## src/rtl/tick_gen_pkg.sv

```systemverilog
// tick_gen_pkg: shared types and constants for the tick generator.
//   tick_state_t : FSM encoding (HOLD = reset stretch, IDLE = stopped, RUN = ticking)
//   TICK_CNT_W   : width of the optional tick counter (TICK_CNT_EN)
//   sat_inc      : saturating increment for the tick counter
package tick_gen_pkg;

   typedef enum logic [1:0] {HOLD, IDLE, RUN} tick_state_t;

   localparam int TICK_CNT_W = 16;

   function automatic logic [TICK_CNT_W-1:0] sat_inc(input logic [TICK_CNT_W-1:0] v);
      return (v == {TICK_CNT_W{1'b1}}) ? v : v + 1'b1;
   endfunction

endpackage

```

## src/rtl/rst_stretch.sv

```systemverilog
// rst_stretch: holds rst_out high for RST_CYCLES edges after rst deasserts.
//   clk     in  system clock
//   rst     in  synchronous active-high reset
//   rst_out out registered stretched reset
//   done    out combinational; high on the edge where rst_out will fall
module rst_stretch #(
   parameter int RST_CYCLES = 3
) (
   input  logic clk,
   input  logic rst,
   output logic rst_out,
   output logic done
);

   localparam int CW = $clog2(RST_CYCLES + 1);

   logic [CW-1:0] cnt_q, cnt_d;
   logic          rst_out_q;

   // Counting starts on the first edge that sees rst low; the edge that
   // finds the counter at RST_CYCLES-1 is the RST_CYCLES-th such edge.
   assign done  = rst_out_q && !rst && (cnt_q == CW'(RST_CYCLES - 1));
   assign cnt_d = rst_out_q ? cnt_q + 1'b1 : cnt_q;

   always_ff @(posedge clk) begin
      if (rst) begin
         cnt_q     <= '0;
         rst_out_q <= 1'b1;
      end else begin
         cnt_q <= cnt_d;
         if (done) rst_out_q <= 1'b0;
      end
   end

   assign rst_out = rst_out_q;

endmodule

```

## src/rtl/tick_gen.sv

```systemverilog
// tick_gen: stretched reset plus a periodic one-cycle tick at a runtime
// programmable divide ratio.
//   clk, rst   clock and synchronous active-high reset
//   run        level, high = generate ticks
//   div_load   one-cycle request to load div_in as the new ratio
//   div_in     new ratio (0 is rejected with div_err)
//   div_ack    pulse when a new ratio takes effect
//   div_err    pulse when a load is rejected
//   tick       one-cycle enable every div_reg cycles while running
//   phase      position within the current period, 0..div_reg-1
//   rst_out    stretched reset for downstream logic
//   busy       high while in RUN
//   tick_cnt   saturating tick count (only with TICK_CNT_EN defined)
// Handshake: div_load is a single-cycle strobe with no back-pressure; each
// accepted strobe is answered later by exactly one div_ack or div_err pulse,
// except that a load overwriting a still-pending load shares its ack.
module tick_gen
   import tick_gen_pkg::*;
#(
   parameter int DW         = 8,
   parameter int DEF_DIV    = 4,
   parameter int RST_CYCLES = 3
) (
   input  logic          clk,
   input  logic          rst,
   input  logic          run,
   input  logic          div_load,
   input  logic [DW-1:0] div_in,
   output logic          div_ack,
   output logic          div_err,
   output logic          tick,
   output logic [DW-1:0] phase,
   output logic          rst_out,
`ifdef TICK_CNT_EN
   output logic [TICK_CNT_W-1:0] tick_cnt,
`endif
   output logic          busy
);

   tick_state_t   state_q;
   logic [DW-1:0] phase_q, div_q, pend_val_q;
   logic          pend_q, tick_q, ack_q, err_q, busy_q;
   logic          hold_done;
   logic          load_ok, load_bad, wrap;
`ifdef TICK_CNT_EN
   logic [TICK_CNT_W-1:0] cnt_q;
`endif

   rst_stretch #(.RST_CYCLES(RST_CYCLES)) u_rst_stretch (
      .clk     (clk),
      .rst     (rst),
      .rst_out (rst_out),
      .done    (hold_done)
   );

   assign load_ok  = div_load && (div_in != '0);
   assign load_bad = div_load && (div_in == '0);
   assign wrap     = (phase_q == div_q - 1'b1);

   always_ff @(posedge clk) begin
      if (rst) begin
         state_q    <= HOLD;
         phase_q    <= '0;
         div_q      <= DW'(DEF_DIV);
         pend_q     <= 1'b0;
         pend_val_q <= '0;
         tick_q     <= 1'b0;
         ack_q      <= 1'b0;
         err_q      <= 1'b0;
         busy_q     <= 1'b0;
`ifdef TICK_CNT_EN
         cnt_q      <= '0;
`endif
      end else begin
         tick_q <= 1'b0;
         ack_q  <= 1'b0;
         err_q  <= 1'b0;
         case (state_q)
            HOLD: begin
               if (hold_done) state_q <= IDLE;
            end
            IDLE: begin
               phase_q <= '0;
               err_q   <= load_bad;
               if (load_ok) begin
                  div_q <= div_in;
                  ack_q <= 1'b1;
               end
               if (run) begin
                  state_q <= RUN;
                  busy_q  <= 1'b1;
`ifdef TICK_CNT_EN
                  cnt_q   <= '0;
`endif
               end
            end
            RUN: begin
               err_q <= load_bad;
               if (!run) begin
                  // Stopping drops any tick due this edge; a pending or
                  // coincident load takes effect right away.
                  state_q <= IDLE;
                  busy_q  <= 1'b0;
                  phase_q <= '0;
                  pend_q  <= 1'b0;
                  if (load_ok) begin
                     div_q <= div_in;
                     ack_q <= 1'b1;
                  end else if (pend_q) begin
                     div_q <= pend_val_q;
                     ack_q <= 1'b1;
                  end
               end else if (wrap) begin
                  phase_q <= '0;
                  tick_q  <= 1'b1;
`ifdef TICK_CNT_EN
                  cnt_q   <= sat_inc(cnt_q);
`endif
                  // A load arriving on the wrap edge is deferred to the
                  // next wrap and replaces anything pending.
                  if (load_ok) begin
                     pend_q     <= 1'b1;
                     pend_val_q <= div_in;
                  end else if (pend_q) begin
                     div_q  <= pend_val_q;
                     pend_q <= 1'b0;
                     ack_q  <= 1'b1;
                  end
               end else begin
                  phase_q <= phase_q + 1'b1;
                  if (load_ok) begin
                     pend_q     <= 1'b1;
                     pend_val_q <= div_in;
                  end
               end
            end
            default: state_q <= HOLD;
         endcase
      end
   end

   assign tick    = tick_q;
   assign phase   = phase_q;
   assign div_ack = ack_q;
   assign div_err = err_q;
   assign busy    = busy_q;
`ifdef TICK_CNT_EN
   assign tick_cnt = cnt_q;
`endif

endmodule

```

## config.mk

```make
export PLATFORM = sky130hd
export DESIGN_NAME = tick_gen
export DESIGN_NICKNAME = d
export VERILOG_FILES = /design/src/rtl/tick_gen_pkg.sv /design/src/rtl/rst_stretch.sv /design/src/rtl/tick_gen.sv
export SDC_FILE = /design/constraint.sdc
export NUM_CORES = 1
export LEC_CHECK = 0
export ABC_AREA = 1
export BUFFER_PORTS_ARGS = -buffer_cell sky130_fd_sc_hd__buf_2
export CORE_MARGIN = 2
export CORE_UTILIZATION = 50
export CTS_BUF_LIST = sky130_fd_sc_hd__clkbuf_8
export DETAILED_ROUTE_END_ITERATION = 10
export PLACE_DENSITY_LB_ADDON = 0.15
export SLEW_MARGIN = 10
export SYNTH_ARGS = -nofsm -noshare
export SYNTH_HDL_FRONTEND = slang
export SYNTH_HIERARCHICAL = 1
export SYNTH_SLANG_ARGS = --single-unit
```

## constraint.sdc

```tcl
create_clock -name clk -period 2.1 [get_ports clk]
set_input_delay 0.63 -clock clk [delete_from_list [all_inputs] [get_ports clk]]
set_output_delay 0.63 -clock clk [all_outputs]
set_load 0.1 [all_outputs]
```

==> results.yml <==
outcome:
  status: "finished clean"
timing:
  fin_crit_sh: 0.915
  fin_crit_ns: 1.92
  skew_ns: 0.00429
  timing.fmax_mhz: 520
  relSlewSlack: 0.631
  setup_tns_ns: 0
  finalSetupViolCount: 0
  finalHoldViolations: 0
  drv_slew: 0
  worstMarginPinSlew_ns: 0.553
  rsz0062_at_grt: "false"
final_layout:
  layout.nets: 349
  final_layout_size_suffix_gt1_frac: 0.196
  design_area_um2: 2310
  areaGrowthSynthToFinish_pct: 14.9
  n_antenna_cell: 0
clock_tree:
  cts.hold.buffers_added: 0
  clkLatencyLatePin_ns: 0.29
  postCtsSetupRepairBufs: 0
  cts_inserted_buffers: 5
  cts_tree: "yes"
  htreeDepth: 2
  clock_sinks: 34
  clockRootBuffer: "clkbuf_8"
  clk_pin_slew_ns: 0.07
  clk_path_buf_depth: 2
  cts-resized-gates: 0
routing:
  via_per_inst: 5.21
  dr.first_iter.drc_count: 124
  via_count: 1992
  totalWireLength_um: 4750
  drc: 0
  routedWlPerCell_um: 12.4
  firstDrtPassIters: 4
  ant_nets: 0
worst_setup_path:
  path_max_fanout: 11
  arrival_ns: 2.10
  critPathLaunch: "div_q[0]"
  cp-end-kind: "flip-flop"
  critPathTopFamily: "simple AND/OR/NAND/NOR gates"
  worstSetupStartpointType: "flip-flop"
  r2r_slack_ns: 0.18
  worstPathCellList: "inv_2, ha_1, nand2_1, inv_1, nor2_1, nand2_1, nor2_1, nand3_2, nor2_4, nand2_4, nand2_8, nand2_1, nand2_4, nor2_1"
  crit_type: "reg -> reg"
  reg2reg_from: "div_q[0]"
  crit_buf_inv: 2
  max_stage_delay_ns: 0.38
  slowest_stage: "dfxtp_2"
  cp.required_ns: 2.28
power:
  p_sw_frac: 0.485
  pwr-share-clk: 0.170
  peakVddDrop_uv: 658
  p_per_area_nw_per_um2: 1290
  combPwrFrac: 0.528
  intPower_uw: 1530
  p_switching_uw: 1440
  power_frac_seq: 0.302
  total_leakage_power_uw: 0.00103
floorplan:
  rows: 23
  floorplan.die.height_um: 67.4
  core_um2: 3940
  fp.dieW_um: 67.4
  ios: 25
  die_area_um2: 4540
  start_util: 0.510
global_routing:
  antenna_found_initial: 0
  grt_overflow: 0
  grt_pass1_wl_um: 8200
  grtUsageTotal: 0.239
  grt_pass1_vias: 1809
  grt_max_degree: 19
placed_design:
  hpwl_um: 3610
  placed_area_um2: 2190
  port-buffer-count: 24
  place_congestion: 0.834
min_path:
  hold_class: "reg -> reg"
  worstHoldStart: "pend_val_q[7]"
logic_synthesis:
  synth_fp_nets: 321
  yosys_warnings: 6
  ys_ff_latch: 34
  ys_seq_area_frac: 0.339
  synthCells: 303
  syn_area_um2: 2010
  avgSynthCellArea_um2: 6.63
  synth_cell_type_count: 29
job:
  drv_cap: 0
synth_stat cells:
library cell,n,share of area
a211oi_1,1,0.0037
a21oi_1,25,0.062
a21oi_2,1,0.0044
a21oi_4,1,0.0081
buf_2,3,0.0075
buf_6,1,0.0056
clkbuf_1,4,0.0075
dfxtp_1,34,0.34
ha_1,6,0.037
inv_1,25,0.047
inv_2,3,0.0056
inv_4,1,0.0031
nand2_1,81,0.15
nand2_2,7,0.022
nand2_4,3,0.017
nand3_1,30,0.075
nand3_2,1,0.0050
nand3b_1,1,0.0037
nand4_1,3,0.0093
nor2_1,39,0.073
nor2_2,2,0.0062
nor2_4,3,0.017
nor3_1,3,0.0075
nor4_1,1,0.0031
o21ai_0,10,0.025
o21ai_1,3,0.0075
o32ai_1,1,0.0044
xnor2_1,3,0.013
xor2_1,7,0.031
placed cells by master, fill, tap and decap left out, types with 2 or more instances in the layout:
master / count
nand2_1: 81
nor2_1: 39
nand3_1: 30
dfxtp_1: 28
inv_1: 25
a21oi_1: 25
buf_2: 24
o21ai_0: 10
xor2_1: 7
ha_1: 6
clkbuf_8: 6
dfxtp_2: 6
nand2_2: 5
buf_4: 5
nand2_4: 4
inv_2: 3
nor2_4: 3
xnor2_1: 3
o21ai_1: 3
nor3_1: 3
nand4_1: 3
nor2_2: 2
path summary, 6_finish.rpt:
check	endpoint	cells after the start
setup / recovery	phase[6]	14
hold / removal	pend_val_q[7]	2
setup reg to reg	phase[6]	14
hold reg to reg	pend_val_q[7]	2
power by group through the flow:
stage	clock network, µW	registers (µW)	logic, µW
final	506	900	1570
after global routing	556	921	1790
after CTS	518	896	1530
after detailed placement	0	910	1520
after global placement	0	909	1500
after floorplan	0	1010	1110
flip-flops by register name, summed over array words and instances, names as in the netlist, 2 cells and up:
signal / count
div_q: 8
pend_val_q: 8
phase: 8
state_q: 2
u_rst_stretch/cnt_q: 2
cell type report:
type	instances	area, µm²
Tap cell	50	62.6
Fill cell	401	1630
Inverter	29	111
Timing Repair Buffer	29	158
Sequential cell	34	688
Clock inverter	2	12.5
Multi-Input combinational cell	232	1190
Clock buffer	6	82.6
layer usage:
layer	global-route usage	wire, µm
met1	0.311	2270
met2	0.375	2110
met3	0.0600	276
met4	0.102	94
met5	0	0
metrics by stage:
stage / cells / utilization / hold WS [ns] / worst slack (ns) / total power, µW
detailed placement: 374 / 0.556 / 0.447 / 0.0801 / 2430
global route: 382 / 0.586 / 0.484 / 0.0135 / 3260
global placement: 374 / 0.556 / 0.444 / 0.118 / 2410
finish: 382 / 0.586 / 0.455 / 0.178 / 2980
CTS: 382 / 0.580 / 0.458 / 0.0643 / 2950
floorplan: 303 / - / 0.430 / 0.00984 / 2120
logic make-up after synthesis:
group | share of synthesized area
buffers and inverters | 0.0760
xor gates and xnor gates | 0.0436
adders and majority gates | 0.0374
DFF | 0.339
and+or+nand+nor | 0.389
AOI/OAI and AO/OA | 0.115
worst reg2reg max path: cells and delay by family, from the launching register on:
kind	cells	cell delay, ns
adder cells (fa/ha/maj)	1	0.31
buffers and inverters	2	0.12
flip-flops	1	0.38
AND/OR/NAND/NOR	11	1.02
Power figures use the tool's default switching activity.
